**config.mk**
```make
export PLATFORM = sky130hd
export DESIGN_NAME = mem_xfer_ctrl_flat
export DESIGN_NICKNAME = d
export VERILOG_FILES = /design/src/rtl/mem_xfer_ctrl_if.sv /design/src/rtl/mem_xfer_ctrl.sv /design/src/flat_wrapper.sv
export SDC_FILE = /design/constraint.sdc
export NUM_CORES = 1
export LEC_CHECK = 0
export ABC_AREA = 1
export CAP_MARGIN = 25
export CELL_PAD_IN_SITES_DETAIL_PLACEMENT = 1
export CELL_PAD_IN_SITES_GLOBAL_PLACEMENT = 1
export CORE_MARGIN = 1.5
export CORE_UTILIZATION = 29
export CTS_CLUSTER_DIAMETER = 60
export CTS_CLUSTER_SIZE = 30
export DETAILED_ROUTE_END_ITERATION = 16
export PLACE_DENSITY_LB_ADDON = 0.1
export SLEW_MARGIN = 25
export SYNTH_ARGS = -nofsm -noshare
export SYNTH_HDL_FRONTEND = slang
export SYNTH_SLANG_ARGS = --single-unit
```
**constraint.sdc**
```tcl
create_clock -name clk -period 1.2 [get_ports clk]
set_input_delay 0.18 -clock clk [delete_from_list [all_inputs] [get_ports clk]]
set_output_delay 0.18 -clock clk [all_outputs]
set_load 0.005 [all_outputs]
```
**src/rtl/mem_xfer_ctrl_if.sv**
```systemverilog
// Command handshake plus data-memory / register-file control bundle for mem_xfer_ctrl.
interface mem_xfer_ctrl_if;
  logic       cmd_valid;
  logic       cmd_ready;
  logic       cmd_op;
  logic [7:0] cmd_maddr;
  logic [3:0] cmd_reg;
  logic [3:0] cmd_len;
  logic       busy;
  logic       done;
  logic [7:0] D_addr;
  logic       D_W_en;
  logic       RF_W_en;
  logic [3:0] RF_W_addr;
  logic [3:0] RF_Ra_addr;

  modport master (
    output cmd_valid, cmd_op, cmd_maddr, cmd_reg, cmd_len,
    input  cmd_ready, busy, done, D_addr, D_W_en, RF_W_en, RF_W_addr, RF_Ra_addr
  );

  modport slave (
    input  cmd_valid, cmd_op, cmd_maddr, cmd_reg, cmd_len,
    output cmd_ready, busy, done, D_addr, D_W_en, RF_W_en, RF_W_addr, RF_Ra_addr
  );
endinterface

```
**src/rtl/mem_xfer_ctrl.sv**
```systemverilog
// Sequences memory<->register-file word transfers: LOAD takes 1+MEM_RD_LAT cycles/word, STORE 1.
// Define MEMXFER_BURST_EN to transfer cmd_len+1 words per command; otherwise one word.
module mem_xfer_ctrl #(
  parameter int MEM_RD_LAT = 1
) (
  input  logic           clk,
  input  logic           reset,
  mem_xfer_ctrl_if.slave bus
);
  typedef enum logic [2:0] {IDLE, LD_ADDR, LD_WAIT, LD_WR, ST_WR, DONE} state_t;

  // LD_WAIT occupies MEM_RD_LAT-1 cycles; the counter holds the remaining extra cycles.
  localparam logic [1:0] WAIT_INIT = 2'((MEM_RD_LAT > 1) ? MEM_RD_LAT - 2 : 0);

  state_t     state, state_nxt;
  logic [7:0] addr, addr_nxt;
  logic [3:0] rg, rg_nxt;
  logic [3:0] cnt, cnt_nxt;
  logic [1:0] wcnt, wcnt_nxt;
  logic [3:0] len_in;
  logic       last;

`ifdef MEMXFER_BURST_EN
  assign len_in = bus.cmd_len;
`else
  logic unused_len;
  assign len_in     = 4'd0;
  assign unused_len = ^bus.cmd_len;
`endif

  assign last = (cnt == 4'd0);

  always_ff @(posedge clk) begin
    if (reset) begin
      state <= IDLE;
      addr  <= '0;
      rg    <= '0;
      cnt   <= '0;
      wcnt  <= '0;
    end else begin
      state <= state_nxt;
      addr  <= addr_nxt;
      rg    <= rg_nxt;
      cnt   <= cnt_nxt;
      wcnt  <= wcnt_nxt;
    end
  end

  always_comb begin
    state_nxt      = state;
    addr_nxt       = addr;
    rg_nxt         = rg;
    cnt_nxt        = cnt;
    wcnt_nxt       = wcnt;
    bus.cmd_ready  = 1'b0;
    bus.busy       = 1'b1;
    bus.done       = 1'b0;
    bus.D_addr     = '0;
    bus.D_W_en     = 1'b0;
    bus.RF_W_en    = 1'b0;
    bus.RF_W_addr  = '0;
    bus.RF_Ra_addr = '0;

    case (state)
      IDLE: begin
        bus.busy      = 1'b0;
        bus.cmd_ready = 1'b1;
        if (bus.cmd_valid) begin
          addr_nxt  = bus.cmd_maddr;
          rg_nxt    = bus.cmd_reg;
          cnt_nxt   = len_in;
          state_nxt = bus.cmd_op ? ST_WR : LD_ADDR;
        end
      end
      LD_ADDR: begin
        bus.D_addr = addr;
        if (MEM_RD_LAT > 1) begin
          state_nxt = LD_WAIT;
          wcnt_nxt  = WAIT_INIT;
        end else begin
          state_nxt = LD_WR;
        end
      end
      LD_WAIT: begin
        bus.D_addr = addr;
        if (wcnt == 2'd0) state_nxt = LD_WR;
        else              wcnt_nxt  = wcnt - 2'd1;
      end
      LD_WR: begin
        bus.D_addr    = addr;
        bus.RF_W_en   = 1'b1;
        bus.RF_W_addr = rg;
        if (last) begin
          state_nxt = DONE;
        end else begin
          state_nxt = LD_ADDR;
          addr_nxt  = addr + 8'd1;
          rg_nxt    = rg + 4'd1;
          cnt_nxt   = cnt - 4'd1;
        end
      end
      ST_WR: begin
        bus.D_addr     = addr;
        bus.D_W_en     = 1'b1;
        bus.RF_Ra_addr = rg;
        if (last) begin
          state_nxt = DONE;
        end else begin
          addr_nxt = addr + 8'd1;
          rg_nxt   = rg + 4'd1;
          cnt_nxt  = cnt - 4'd1;
        end
      end
      DONE: begin
        bus.done  = 1'b1;
        state_nxt = IDLE;
      end
      default: state_nxt = IDLE;
    endcase

    // The state register only clears at the edge, so outputs are forced quiet while reset is high.
    if (reset) begin
      bus.cmd_ready  = 1'b0;
      bus.busy       = 1'b0;
      bus.done       = 1'b0;
      bus.D_addr     = '0;
      bus.D_W_en     = 1'b0;
      bus.RF_W_en    = 1'b0;
      bus.RF_W_addr  = '0;
      bus.RF_Ra_addr = '0;
    end
  end
endmodule

```
**src/flat_wrapper.sv**
```systemverilog
// flat-port wrapper written by rule: the top's interface ports become plain ports
module mem_xfer_ctrl_flat 
#(
  parameter int MEM_RD_LAT = 1
)
  (clk, reset, bus_cmd_valid, bus_cmd_op, bus_cmd_maddr, bus_cmd_reg, bus_cmd_len, bus_cmd_ready, bus_busy, bus_done, bus_D_addr, bus_D_W_en, bus_RF_W_en, bus_RF_W_addr, bus_RF_Ra_addr);
  mem_xfer_ctrl_if bus_i ();
  input  logic clk;
  input  logic reset;
  input wire logic [$bits(bus_i.cmd_valid)-1:0] bus_cmd_valid;
  input wire logic [$bits(bus_i.cmd_op)-1:0] bus_cmd_op;
  input wire logic [$bits(bus_i.cmd_maddr)-1:0] bus_cmd_maddr;
  input wire logic [$bits(bus_i.cmd_reg)-1:0] bus_cmd_reg;
  input wire logic [$bits(bus_i.cmd_len)-1:0] bus_cmd_len;
  output wire logic [$bits(bus_i.cmd_ready)-1:0] bus_cmd_ready;
  output wire logic [$bits(bus_i.busy)-1:0] bus_busy;
  output wire logic [$bits(bus_i.done)-1:0] bus_done;
  output wire logic [$bits(bus_i.D_addr)-1:0] bus_D_addr;
  output wire logic [$bits(bus_i.D_W_en)-1:0] bus_D_W_en;
  output wire logic [$bits(bus_i.RF_W_en)-1:0] bus_RF_W_en;
  output wire logic [$bits(bus_i.RF_W_addr)-1:0] bus_RF_W_addr;
  output wire logic [$bits(bus_i.RF_Ra_addr)-1:0] bus_RF_Ra_addr;
  assign bus_i.cmd_valid = bus_cmd_valid;
  assign bus_i.cmd_op = bus_cmd_op;
  assign bus_i.cmd_maddr = bus_cmd_maddr;
  assign bus_i.cmd_reg = bus_cmd_reg;
  assign bus_i.cmd_len = bus_cmd_len;
  assign bus_cmd_ready = bus_i.cmd_ready;
  assign bus_busy = bus_i.busy;
  assign bus_done = bus_i.done;
  assign bus_D_addr = bus_i.D_addr;
  assign bus_D_W_en = bus_i.D_W_en;
  assign bus_RF_W_en = bus_i.RF_W_en;
  assign bus_RF_W_addr = bus_i.RF_W_addr;
  assign bus_RF_Ra_addr = bus_i.RF_Ra_addr;
  mem_xfer_ctrl #(.MEM_RD_LAT(MEM_RD_LAT)) u_core (.clk(clk), .reset(reset), .bus(bus_i));
endmodule
```
Word-level counts from Yosys, hierarchy flattened
Cells that the tools add are included.

storage, ports and cells
  bits of input ports = 20
  register bits after elaboration = 21
  word-level logic and storage cells = 59
  output and inout bits = 21

cells by class
  equal/unequal tests = 9
  multiplexer cells = 31
  reductions and logical operators = 9
  $add $sub $neg = 4
  bitwise logic cells = 1

operators by type and width
  operator                                           number
  2-to-1 mux 4 bit                                   8
  2-to-1 mux 8 bit                                   4
  one-hot mux 4 bit (2 select lines)                 2
  one-hot mux 8 bit (2 select lines)                 1
  2-to-1 mux 3 bit                                   5
  one-hot mux 3 bit (5 select lines)                 1
  2-to-1 mux 1 bit                                   10
  adder 8 x 1 -> 8 bit (second input constant)       1
  == test 3 x 2 -> 1 bit (second input constant)     2
  == test 3 bit (second input constant)              2
  AND reduction 3 bit                                2
  adder 4 x 1 -> 4 bit (second input constant)       1
  zero test 4 bit                                    1
  != test 2 x 1 -> 1 bit (second input constant)     2
  != test 2 bit (second input constant)              2
  OR reduction 4 bit                                 1
  subtractor 4 x 1 -> 4 bit (second input constant)  1
  == test 3 x 1 -> 1 bit (second input constant)     1
  zero test 3 bit                                    1
  zero test 2 bit                                    1
  AND reduction 2 bit                                1
  nonzero test 2 bit                                 1
  OR reduction 2 bit                                 1
  subtractor 2 x 1 -> 2 bit (second input constant)  1
  NOT 1 bit                                          1

Logic depth before layout (Yosys ltp)
  depth after elaboration = 4
  gate-level depth with buffers = 9
  mapped depth without buffers = 8

Worst setup path before layout
No wires, ideal clock.

  path type = flip-flop to flip-flop
  start point = register u_core.cnt[0]
  end point = register u_core.addr[4]
  clock period less this slack = 1226 ps
  buffers on the path = 1
  arrival time = 1105 ps
  library setup time = 121 ps
  path slack = -26 ps
  stages on the path, launching flop included = 8
  data required time = 1079 ps
  cell sequence = dfxtp_1 -> inv_1 -> ha_1 -> nand3_2 -> nand3_2 -> buf_6 -> o21ai_0 -> o21ai_1

between the ends
  cells in the longest elaborated chain, start to end = 3

ends and longest elaborated chain
  what                                  RTL line             RTL
  start, declared                       mem_xfer_ctrl.sv:18  logic [3:0] cnt, cnt_nxt;
  start signal, assigned                mem_xfer_ctrl.sv:44  cnt <= cnt_nxt;
  zero test 4 bit                       mem_xfer_ctrl.sv:31  assign last = (cnt == 4'd0);
  != test 2 bit (no source line)        -
  AND reduction 3 bit (no source line)  -
  end signal, assigned                  mem_xfer_ctrl.sv:42  addr <= addr_nxt;
  end, declared                         mem_xfer_ctrl.sv:16  logic [7:0] addr, addr_nxt;

Every way passes these cells.
A chain may end at the register's enable or synchronous reset.

Worst setup path after layout
  start point = register u_core.state[0]
  end point = output bus_D_addr[5]

between the ends
  cells in the longest elaborated chain, start to end = 4
  elaborated cells between the ends (all ways) = 7
  those cells by class = eq/ne (4); mux (2); reduce/logical (1)

ends and longest elaborated chain
  what                                                  RTL line              RTL
  start, declared                                       mem_xfer_ctrl.sv:15   state_t state, state_nxt;
  start signal, assigned                                mem_xfer_ctrl.sv:41   state <= state_nxt;
  == test 3 x 1 -> 1 bit, or another cell as far along  mem_xfer_ctrl.sv:64   case (state)
  OR reduction 4 bit (no source line) *                 -
  2-to-1 mux 8 bit *                                    mem_xfer_ctrl.sv:64
  2-to-1 mux 8 bit *                                    mem_xfer_ctrl.sv:122  if (reset) begin
  end, declared                                         flat_wrapper.sv:18    output wire logic [$bits(bus_i.D_addr)-1:0] bus_D_addr;

Mark *: on every way between the ends. The rest lies on a longest branch, timed or not.

==> summary.md <==
| Metric | Value |
|---|---|
| Final wirelength | `about 5500 um` |
| Routed vias | `1776` |
| Final Instance Area | `2540 um2` |
| Sequential area share after synthesis | `0.297` |
| I/O Pins | `about 40` |
| Total Routing Usage GR | `0.218` |
| First-pass GRT wire length | `between 8000 and 9000 um` |
| Finished Layout Cells | `~380` |
| Ratio of cells with drive above 1 in the final layout | `0.443` |
| Final nets | `about 340` |
| Crit path kind | `flop to primary output` |
| Peak VDD IR | `approximately 0.0011 V` |
| Cell Area, Placed | `roughly 2100 um2` |
| CP startpoint kind | `flop` |
| Syn_nets | `around 250` |
| Diode count | `0` |
| Port bufs | `36` |
| Worst slew pin tran | `~0.32 ns` |
| Initial antenna violation count | `0` |
| CTS Root Cell | `clkbuf_8` |
| Placer's final routability congestion estimate | `about 0.78` |
| Status | `finished, violations left` |
| Worst min-delay path class | `flop to flop` |
| First-pass iteration count of the detailed router | `4` |
| Nature of the critical path endpoint | `primary output` |
| Largest net degree at the start of global routing | `18` |
| Core ar. | `between 4000 and 5000 um2` |
| Clk_lat worst skew | `~0.27 ns` |
| Setup violators final | `roughly 40` |
| Setup TNS Final | `-12.04 ns` |
| Antenna viol nets, final | `0` |
| Crit-path max FO | `4` |
| Number of max-cap violations | `0` |
| Area growth syn-to-layout | `79.5%` |
| CTS tree | `done` |
| Mapped Area | `about 1400 um2` |
| Cell Rows | `25` |
| Vias in the first global route | `1812` |
| Slew headroom | `0.786` |
| Syn_area_per_cell | `between 6 and 7 um2` |
| LEAKAGE | `around 1.1 nW` |
| Die H | `roughly 73 um` |
| Cells after Synth | `229` |
| RSZ-0062 raised after global routing | `yes` |
| Count of hold-fix buffers inserted at cts | `0` |
| Final Slew Violations | `0` |
| DRT iter0 DRCs | `63` |
| Min Clock Period, post-route | `between 1.5 and 2 ns` |
| Dpl cells | `roughly 360` |
| Failing checks | `negative setup slack` |
| TritonCTS buffer count | `3` |
| Post-DR wirelength/cell | `between 10 and 15 um` |
| Post-route clock skew | `about 0.0056 ns` |
| Clk buf depth | `2` |
| H-tree depth | `1` |
| Vias per inst | `between 4 and 5` |
| Post-layout worst setup margin | `-0.439 ns` |
| Final Hold Viols | `0` |
| Hold_ws | `roughly 0.46 ns` |
| CP arrival | `1.46 ns` |
| CP Data Required Time | `~1 ns` |
| Die area | `5300 um2` |
| Post-DP HPWL | `3490 um` |
| Synth unique cells | `23` |
| Clock-pin slew on the worst setup and hold paths | `roughly 0.090 ns` |
| Initial Util | `0.299` |
| Total design power | `6.69 mW` |
| Final period utilization | `1.37` |
| Die width | `~73 um` |
| Yosys reg bits | `21` |
| Cell Pwr Density | `between 2000 and 3000 nW/um2` |
| Gr ovfl total | `0` |
| Synth Warn # | `0` |
| # DRC | `0` |
| CTS sink cnt | `21` |
| FMAX | `between 600 and 700 MHz` |
[sequential cells by signal (all words and copies together) (netlist names)]
signal	count
u_core.cnt	4
u_core.state	3
u_core.rg	4
u_core.addr	8
u_core.wcnt	2
[cell type report]
type                    instances  area, um2
well taps                      67       83.8
fillers                       616       2190
repair buffers                 83        699
clock buffers                   4       45.0
flip-flops and latches         21        432
multi-input cells             173       1160
inverters                      28        118
[cell usage in the layout, fill, tap and decap left out, drive strengths merged]
master         Yosys  final
nor2              57     57
dfxtp             21     21
nand2             47     48
xor2               1      1
nand3             19     19
nor3               6      6
clkinv             1      1
clkdlybuf4s15      0      3
buf                6     64
ha                 5      5
o21ai             20     20
a21oi             16     16
clkbuf             2      5
inv               27     27
clkdlybuf4s50      0     15
xnor2              1      1
[critical path, cell delays in order (launching register included)]
cell and delay [ns]:
dfxtp_4 0.38, nor2_4 0.15, nand2_2 0.08, nand2_4 0.08, nor2_4 0.06, buf_12 0.13, nor3_4 0.16, buf_2 0.13
[cell usage after synthesis (all sizes together)]
master	n	area share
nor2	57	0.16
nand2	47	0.14
inv	27	0.072
dfxtp	21	0.30
o21ai	20	0.071
nand3	19	0.078
a21oi	16	0.057
buf	6	0.039
nor3	6	0.021
ha	5	0.044
clkbuf	2	0.012
clkinv	1	0.0027
xnor2	1	0.0062
xor2	1	0.0062
[metal layers]
layer / part of all wire / up-vias / wire length, um / GRT usage
li1: - / 885 / - / -
met1: 0.43 / 842 / 2330 / 0.266
met2: 0.52 / 38 / 2840 / 0.392
met3: 0.037 / 11 / 201 / 0.0276
met4: 0.019 / 0 / 105 / 0.0776
met5: 0 / - / 0 / 0
[repair_timing]
action	4_1_cts	5_1_grt
endpoints found under the hold margin	0	0
buffers inserted	7	4
cloned	1	0
gates resized for setup	169	21
pin swaps	21	11
endpoints found under the setup margin	41	41
[where the power goes]
part | internal, mW | switching, mW
logic | 2.27 | 2.76
registers | 0.962 | 0.201
clock network | 0.237 | 0.261
total | 3.47 | 3.22
[cells by family after synthesis]
group	synth area share
AO/OA/AOI/OAI	0.127
adder cells (fa/ha/maj)	0.0442
XOR/XNOR	0.0124
buffers and inverters	0.126
AND/OR/NAND/NOR	0.393
flip-flops	0.297
[metrics by stage]
stage          worst slack [ns]   util
6_report                 -0.439  0.537
5_1_grt                  -0.506  0.537
4_1_cts                  -0.427  0.518
3_5_place_dp             -0.671  0.446
3_3_place_gp             -0.641  0.446
2_1_floorplan           -0.0129      -
[path summary, 6_finish.rpt]
| check | cells after the start | from | slack [ns] | to |
|---|---|---|---|---|
| setup / recovery | 7 | u_core.state[0]$_SDFFE_PP0P_ | -0.44 | bus_D_addr[5] |
| hold / removal | 2 | u_core.wcnt[1]$_SDFFE_PP0P_ | 0.46 | u_core.wcnt[1]$_SDFFE_PP0P_ |
| setup reg to reg | 8 | u_core.state[0]$_SDFFE_PP0P_ | -0.38 | u_core.addr[4]$_SDFFE_PP0P_ |
| hold reg to reg | 2 | u_core.wcnt[1]$_SDFFE_PP0P_ | 0.46 | u_core.wcnt[1]$_SDFFE_PP0P_ |
Power figures use the tool's default switching activity.
